==> src/rtl/serial_link_sched.sv <==
`default_nettype none
// ============================================================================
// Module      : serial_link_sched
// Description : Sequencer for the half-duplex sen/sd serial link between
//               station S1 and station S2. It grants the link S1->S2 (phase
//               A), inserts a bus turnaround gap, then grants S2->S1
//               (phase B). It also checks sen framing, runs a per-phase
//               watchdog and reports completion or the error cause.
// Ports       : clk       - clock, rising edge
//               rst       - asynchronous active-high reset
//               start     - 1-cycle pulse, starts a run from IDLE/DONE/ERR
//               abort     - synchronous return to IDLE, highest priority
//               s1_done   - S1 finished receiving (ends phase B)
//               s2_done   - S2 finished receiving (ends phase A)
//               sen       - monitored link enable, low = frame in progress
//               updown    - 0: S1 transmits, 1: S2 transmits
//               xfer_en   - stations may drive the link
//               busy      - run in progress (PH_A, TURN, PH_B)
//               all_done  - run completed
//               err       - run ended in error
//               err_code  - 00 none, 01 phase-A timeout, 10 phase-B timeout
//               len_err   - sticky: some frame had the wrong length
//               frame_cnt - frames completed in this run (saturating)
// Revision    : 1.0 - initial release
// ============================================================================
module serial_link_sched #(
    parameter int FRAME_LEN = 13,
    parameter int TURN_CYC  = 4,
    parameter int TIMEOUT   = 4096,
    parameter int FCNT_W    = 6
) (
    input  logic              clk,
    input  logic              rst,
    input  logic              start,
    input  logic              abort,
    input  logic              s1_done,
    input  logic              s2_done,
    input  logic              sen,
    output logic              updown,
    output logic              xfer_en,
    output logic              busy,
    output logic              all_done,
    output logic              err,
    output logic [1:0]        err_code,
    output logic              len_err,
    output logic [FCNT_W-1:0] frame_cnt
);

    localparam int c_WD_W  = $clog2(TIMEOUT + 1);
    localparam int c_LEN_W = $clog2(2 * FRAME_LEN + 1);

    localparam logic [c_WD_W-1:0]  c_WD_LAST   = c_WD_W'(TIMEOUT - 1);
    localparam logic [c_LEN_W-1:0] c_LEN_MAX   = c_LEN_W'(2 * FRAME_LEN);
    localparam logic [c_LEN_W-1:0] c_LEN_OK    = c_LEN_W'(FRAME_LEN);
    localparam logic [3:0]         c_TURN_LAST = 4'(TURN_CYC - 1);

    typedef enum logic [2:0] {
        S_IDLE = 3'd0,
        S_PH_A = 3'd1,
        S_TURN = 3'd2,
        S_PH_B = 3'd3,
        S_DONE = 3'd4,
        S_ERR  = 3'd5
    } state_t;

    state_t              r_state;
    logic [c_WD_W-1:0]   r_wd;
    logic [3:0]          r_turn;
    logic                r_sen_q;
    logic                r_open;
    logic [c_LEN_W-1:0]  r_len;

    logic                r_updown;
    logic                r_xfer_en;
    logic                r_busy;
    logic                r_all_done;
    logic                r_err;
    logic [1:0]          r_err_code;
    logic                r_len_err;
    logic [FCNT_W-1:0]   r_frame_cnt;

    logic                w_in_phase;
    logic                w_rise;
    logic                w_open_nxt;
    logic [c_LEN_W-1:0]  w_len_nxt;
    logic                w_bad_close;
    logic [FCNT_W-1:0]   w_fcnt_inc;
    logic                w_done;
    logic                w_timeout;

    assign w_in_phase = (r_state == S_PH_A) || (r_state == S_PH_B);
    assign w_done     = (r_state == S_PH_A) ? s2_done : s1_done;
    assign w_timeout  = (r_wd == c_WD_LAST);
    assign w_fcnt_inc = (r_frame_cnt == {FCNT_W{1'b1}}) ? r_frame_cnt
                                                        : r_frame_cnt + 1'b1;

    // Frame tracker next state. sen is only looked at inside a phase so an
    // undriven link during turnaround never reaches the tracker.
    always_comb begin
        w_rise      = 1'b0;
        w_open_nxt  = r_open;
        w_len_nxt   = r_len;
        if (w_in_phase) begin
            if (!sen && r_sen_q) begin
                // Falling edge: this low cycle is the first one of the frame.
                w_open_nxt = 1'b1;
                w_len_nxt  = c_LEN_W'(1);
            end else if (sen && !r_sen_q) begin
                w_rise     = 1'b1;
                w_open_nxt = 1'b0;
            end else if (!sen && r_open && (r_len != c_LEN_MAX)) begin
                w_len_nxt  = r_len + 1'b1;
            end
        end
    end

    assign w_bad_close = w_rise && (r_len != c_LEN_OK);

    always_ff @(posedge clk or posedge rst) begin
        if (rst) begin
            r_state     <= S_IDLE;
            r_wd        <= '0;
            r_turn      <= '0;
            r_sen_q     <= 1'b1;
            r_open      <= 1'b0;
            r_len       <= '0;
            r_updown    <= 1'b0;
            r_xfer_en   <= 1'b0;
            r_busy      <= 1'b0;
            r_all_done  <= 1'b0;
            r_err       <= 1'b0;
            r_err_code  <= 2'b00;
            r_len_err   <= 1'b0;
            r_frame_cnt <= '0;
        end else if (abort) begin
            r_state     <= S_IDLE;
            r_wd        <= '0;
            r_turn      <= '0;
            r_sen_q     <= 1'b1;
            r_open      <= 1'b0;
            r_len       <= '0;
            r_updown    <= 1'b0;
            r_xfer_en   <= 1'b0;
            r_busy      <= 1'b0;
            r_all_done  <= 1'b0;
            r_err       <= 1'b0;
            r_err_code  <= 2'b00;
            r_len_err   <= 1'b0;
            r_frame_cnt <= '0;
        end else begin
            case (r_state)
                S_IDLE, S_DONE, S_ERR: begin
                    r_sen_q <= 1'b1;
                    if (start) begin
                        r_state     <= S_PH_A;
                        r_wd        <= '0;
                        r_open      <= 1'b0;
                        r_len       <= '0;
                        r_updown    <= 1'b0;
                        r_xfer_en   <= 1'b1;
                        r_busy      <= 1'b1;
                        r_all_done  <= 1'b0;
                        r_err       <= 1'b0;
                        r_err_code  <= 2'b00;
                        r_len_err   <= 1'b0;
                        r_frame_cnt <= '0;
                    end
                end

                S_PH_A, S_PH_B: begin
                    r_sen_q <= sen;
                    r_open  <= w_open_nxt;
                    r_len   <= w_len_nxt;
                    if (w_rise) begin
                        r_frame_cnt <= w_fcnt_inc;
                    end
                    if (w_bad_close) begin
                        r_len_err <= 1'b1;
                    end

                    if (w_done || w_timeout) begin
                        // Leaving the phase: an unfinished frame is an error
                        // and the tracker restarts idle for the next phase.
                        r_sen_q <= 1'b1;
                        r_open  <= 1'b0;
                        r_wd    <= '0;
                        if (w_open_nxt) begin
                            r_len_err <= 1'b1;
                        end
                        r_xfer_en <= 1'b0;
                        if (w_done && (r_state == S_PH_A)) begin
                            r_state  <= S_TURN;
                            r_turn   <= '0;
                            r_updown <= 1'b1;
                        end else if (w_done) begin
                            r_state    <= S_DONE;
                            r_busy     <= 1'b0;
                            r_all_done <= 1'b1;
                            r_updown   <= 1'b1;
                        end else begin
                            r_state    <= S_ERR;
                            r_busy     <= 1'b0;
                            r_err      <= 1'b1;
                            r_updown   <= 1'b0;
                            r_err_code <= (r_state == S_PH_A) ? 2'b01 : 2'b10;
                        end
                    end else begin
                        r_wd <= r_wd + 1'b1;
                    end
                end

                S_TURN: begin
                    r_sen_q <= 1'b1;
                    if (r_turn == c_TURN_LAST) begin
                        r_state   <= S_PH_B;
                        r_wd      <= '0;
                        r_open    <= 1'b0;
                        r_len     <= '0;
                        r_xfer_en <= 1'b1;
                    end else begin
                        r_turn <= r_turn + 1'b1;
                    end
                end

                default: begin
                    r_state <= S_IDLE;
                end
            endcase
        end
    end

    assign updown    = r_updown;
    assign xfer_en   = r_xfer_en;
    assign busy      = r_busy;
    assign all_done  = r_all_done;
    assign err       = r_err;
    assign err_code  = r_err_code;
    assign len_err   = r_len_err;
    assign frame_cnt = r_frame_cnt;

endmodule
`default_nettype wire
==> config.mk <==
export PLATFORM = sky130hd
export DESIGN_NAME = serial_link_sched
export DESIGN_NICKNAME = d
export VERILOG_FILES = /design/src/rtl/serial_link_sched.sv
export SDC_FILE = /design/constraint.sdc
export NUM_CORES = 1
export LEC_CHECK = 0
export ABC_AREA = 1
export CAP_MARGIN = 5
export CORE_MARGIN = 1.5
export CORE_UTILIZATION = 35
export CTS_CLUSTER_SIZE = 28
export DETAILED_ROUTE_END_ITERATION = 12
export SYNTH_ARGS = -nofsm -noshare
export SYNTH_HDL_FRONTEND = slang
export SYNTH_SLANG_ARGS = --single-unit
==> constraint.sdc <==
create_clock -name clk -period 1.91 [get_ports clk]
set_input_delay 0.382 -clock clk [delete_from_list [all_inputs] [get_ports clk]]
set_output_delay 0.382 -clock clk [all_outputs]
set_load 0.005 [all_outputs]
# Word level (Yosys, flattened, before mapping)
# Index checks and enable logic that the tools add are counted.
[op_classes]
addsub = 4
multipliers = 0
div_mod_pow = 0
magnitude_cmp = 0
eq_ne = 23
n_shift = 0
mux = 81
bitwise = 0
n_reduce_logical = 29
[ops]
columns = ["cell", "n"]
rows = [
  ["$mux 13", 4],
  ["$pmux 13 s3", 1],
  ["$mux 1", 37],
  ["$mux 5", 7],
  ["$ne 3x3->1 const B", 11],
  ["$mux 6", 4],
  ["$mux 4", 4],
  ["$reduce_and 4->1", 4],
  ["$mux 3", 5],
  ["$pmux 5 s3", 1],
  ["$add 13x1->13 const B", 1],
  ["$eq 13x12->1 const B", 1],
  ["$mux 2", 6],
  ["$pmux 1 s2", 6],
  ["$pmux 6 s2", 1],
  ["$reduce_and 5->1", 2],
  ["$pmux 3 s3", 1],
  ["$reduce_and 3->1", 3],
  ["$reduce_bool 3->1", 3],
  ["$ne 4x4->1 const B", 2],
  ["$pmux 4 s2", 1],
  ["$add 6x1->6 const B", 1],
  ["$eq 3x2->1 const B", 2],
  ["$eq 3x3->1 const B", 2],
  ["other kinds (19)", 27],
]
[word_totals]
ff_bits = 41
latch_bits = 0
mem_bits_rw = 0
rom_bits = 0
inputBits = 7
word_cells = 151
memories = 0

# Depth between registers and ports, before layout
[depth]
depth_word = 11
depth_mapped = 11

# Worst setup path before layout
# OpenSTA, ideal clock, no wires.
[synth_timing]
path_type = "register to register"
startpoint = "reg r_wd[0]"
endpoint = "reg r_busy (netlist: busy)"
setup_time_ns = 0.117
t_arrival_ns = 1.428
setup_slack_ns = 0.364
path_stages_with_launch = 10
period_less_slack_ns = 1.546
path_cell_list = "dfrtp_1 > ha_1 > nand3_1 > inv_1 > nand4_1 > nand2_4 > buf_6 > nand3_1 > nand2_1 > o21ai_2"
[synth_via]
elab_chain_cells = 4
[synth_lines]
columns = ["element", "line_no", "text"]
rows = [
  ["from (decl)", "67", "logic [c_WD_W-1:0] r_wd;"],
  ["from (signal assigned)", "208", "r_wd <= r_wd + 1'b1;"],
  ["$eq 13x12->1", "93", "assign w_timeout = (r_wd == c_WD_LAST);"],
  ["$logic_or 1x1->1", "181", "if (w_done || w_timeout) begin"],
  ["$ne 3x3->1 (no line)", "n/a", ""],
  ["$reduce_and 4->1 (no line)", "n/a", ""],
  ["to (signal assigned)", "129", "r_busy <= 1'b0;"],
  ["to (signal assigned)", "197", "r_busy <= 1'b0;"],
  ["to (signal assigned)", "202", "r_busy <= 1'b0;"],
  ["to (decl)", "75", "logic r_busy;"],
]
# Every way passes these cells.
# A chain may end at the register's enable or synchronous reset.

# Worst setup path after layout
[layout_timing]
startpoint = "reg r_wd[1]"
endpoint = "reg r_err_code[0] (netlist: err_code[0])"
[layout_via]
elab_chain_cells = 4
[layout_lines]
columns = ["element", "line_no", "text"]
rows = [
  ["$eq 13x12->1", "93", ""],
  ["$logic_or 1x1->1", "181", ""],
  ["$ne 3x3->1 (no line)", "n/a", ""],
  ["$reduce_and 5->1 (no line)", "n/a", ""],
  ["to (signal assigned)", "205", "r_err_code <= (r_state == S_PH_A) ? 2'b01 : 2'b10;"],
  ["to (decl)", "78", "logic [1:0] r_err_code;"],
]
# Every way passes these cells.

==> results by group <==
Outcome
  – Status: complete, no violations

Routing
  – Via count: 2266
  – DR WL/cell: 12.1 um
  – Drt first-iter violations: 111
  – Vias per cell: 4.71
  – # DRC: 0
  – DRT Pass-1 Iters: 4
  – Drt total wl: 5.84 mm
  – Final ANT Viol Nets: 0

Floorplanning
  – Core Area: 6910 um^2
  – Die area: 7820 um^2
  – Die width: 88.4 um
  – Die Y: 88.4 um
  – Ports: 21
  – Initial Util: 37.0%
  – FP Rows: 30

CTS
  – CTS tree: yes
  – Clock Latency Late Sink: 0.30 ns
  – Clock Sinks: 41
  – H-Tree Depth: 2
  – Clock Path Buffers: 2
  – # hold bufs at CTS: 0
  – Clk slew on worst S/H paths: 0.08 ns
  – Num CTS Buffers: 5
  – Post-CTS Resized: 0
  – Postcts setup bufs: 0
  – CTS Root Buffer Type: clkbuf_8

Logic synthesis
  – Mapped Area: 2550 um^2
  – Largest area contributor in the netlist: dfrtp_1
  – Count of cell types in the netlist: 37
  – Cells after synthesis: 337
  – Post-synthesis sequential area ratio: 40.2%
  – Synth area leaders: dfrtp_1, nand2_1, inv_1, nand3_1, nor2_1
  – Synth top area share: 39.2%
  – Synth Register Bits: 41
  – Syn avg cell area: 7.58 um^2
  – Mapped Nets: 350
  – YS warnings: 0

STA
  – Setup TNS: 0 ns
  – FMAX: 593 MHz
  – RSZ-0062 raised after global routing: false
  – Final Max Slew Viols: 0
  – Fin crit period: 1.69 ns
  – Final Cycle Share: 88.2%
  – Final Hold Fails: 0
  – Final setup fails: 0
  – Rel. slew slack: 64.4%
  – Worst hold slack: 0.413 ns
  – Actual slew at the worst max-slew pin: 0.533 ns
  – Worst Skew: 0.00767 ns

Place
  – GPL Wtd Cong: 0.853
  – Port bufs: 20
  – Hpwl dp: 4.60 mm
  – Dpl cells: 473

Run
  – Max-cap violations: 0

Finish
  – Antenna diode count: 0
  – Final #Nets: 397
  – Post-route insts no fill: 481
  – Area grow syn2layout: 23.7%
  – Share of layout cells above drive strength 1: 15.1%

Worst setup path
  – Internal reg-to-reg setup slack: 0.22 ns
  – Reg2reg end: err_code[0]
  – Worst-path fanout max: 8
  – Worst Path Class, Setup: reg2reg
  – Worst path required time: 2.09 ns
  – Critical Path AT: 1.86 ns
  – Crit start category: flip-flop
  – RR Startpoint: r_wd[1]
  – Worst Reg-to-Reg Cells: 8
  – CP Capture Type: flip-flop

GRT
  – First-pass GRT wire length: 10.0 mm
  – Vias in the first global route: 2177
  – Largest net degree at the start of global routing: 14
  – Total track usage: 16.8%
  – Grt total ovfl: 0
  – Initial antenna violation count: 0

Hold path
  – Hold Crit Class: in2async

Power
  – Power Density: 932 nW/um^2
  – Pleak: 1.48 nW
  – Tot Pwr: 0.00294 W
  – Peak VDD IR: 0.435 mV
[critical path, cell delays in order (launching register included)]
cell,delay (ns)
dfrtp_1,0.38
ha_1,0.20
nand3_1,0.14
inv_1,0.10
nand4_1,0.18
nand2_4,0.17
nand3_1,0.20
nand2_1,0.11
o21ai_0,0.09
[final cells by class]
type                       count  area (um^2)
clock buffer                   6         82.6
clock inverter                 2         13.8
fill                         718         3750
inverter                      46          175
multi-input combinational    246         1310
sequential                    41         1030
tap                           96          120
timing repair buffer          44          430
[registers in the layout, summed over array words and instances (netlist names)]
signal	cells
err_code	2
all_done	1
updown	1
r_sen_q	1
xfer_en	1
len_err	1
busy	1
r_open	1
r_turn	4
r_state	3
r_len	5
frame_cnt	6
err	1
r_wd	13
[cells in the final DEF (no fill, tap or decap), types with 3 or more instances in the layout]
master | netlist | final
o21ai_0 | 18 | 18
clkbuf_8 | 0 | 6
buf_4 | 1 | 20
nand2_4 | 5 | 5
nand2_1 | 102 | 102
nand4_1 | 10 | 10
dfrtp_1 | 40 | 40
nor2_1 | 26 | 26
nand3b_1 | 3 | 3
inv_2 | 4 | 4
nand3_1 | 30 | 30
xor2_1 | 8 | 8
nor3_1 | 3 | 3
nor2_4 | 5 | 5
o21ai_1 | 8 | 8
buf_12 | 0 | 4
inv_1 | 40 | 40
ha_1 | 6 | 6
clkdlybuf4s50_1 | 0 | 20
[routing by layer]
layer | track usage, % | wire (um) | vias up | part of all wire (%)
met5 | 0 | 0 | - | 0
met4 | 5.11 | 63 | 0 | 1.1
met3 | 3.08 | 218 | 5 | 3.7
met2 | 27.3 | 2750 | 42 | 47
met1 | 23.0 | 2810 | 1045 | 48
li1 | - | - | 1174 | -
[logic make-up (layout without fill, tap and decap cells)]
kind of cell,count (synthesis),after routing,share of synthesized area (%)
buffers and inverters,50,98,8.48
AND/OR/NAND/NOR,194,194,36.3
flip-flops,41,41,40.2
adder cells (fa/ha/maj),6,6,2.94
XOR/XNOR,10,10,3.43
AO/OA/AOI/OAI,36,36,8.67
[worst max path at each step]
| stage | startpoint | end |
|---|---|---|
| CTS | r_wd[1] | err_code[0] |
| finish | r_wd[1] | err_code[0] |
| global placement | abort | err |
| global route | r_wd[1] | err_code[0] |
| detailed placement | abort | err_code[0] |
| floorplan | r_wd[0] | busy |
[where the power goes]
part | internal [W] | switching, W
logic | 0.000502 | 0.000707
registers | 0.000993 | 0.000130
clock network | 0.000293 | 0.000319
[stage by stage]
step | worst slack (ns) | utilization (%) | area, um^2
final | 0.225 | 45.7 | 3160
after floorplan | 0.364 | - | 2550
after global placement | 0.0332 | 44.3 | 3060
after CTS | 0.201 | 45.7 | 3160
after global routing | 0.00559 | 45.7 | 3160
after detailed placement | 0.000120 | 44.3 | 3060
[cells in the mapped netlist]
library cell and instances:
o21ai_2 1, nor2_2 2, nor2_1 26, nand4_1 10
o21ai_1 8, dfrtp_1 40, a21oi_4 1, nand2_1 102
buf_4 1, nand3_2 1, xor2_1 8, inv_4 1
nand3_1 30, o31ai_1 1, inv_2 4, clkinv_1 1
a21oi_1 2, buf_6 3, dfstp_2 1, and2_1 1
o21ai_0 18, inv_1 40, nand2_2 1, or2_2 1
nor2_8 1, o21bai_1 1, o21ai_4 1, nor2_4 5
nor4_1 1, nand2_4 5, o22ai_1 2, o22ai_2 1
xnor2_1 2, nor3_1 3, nand3b_1 3, nor3b_1 2
ha_1 6
Power figures use the tool's default switching activity.
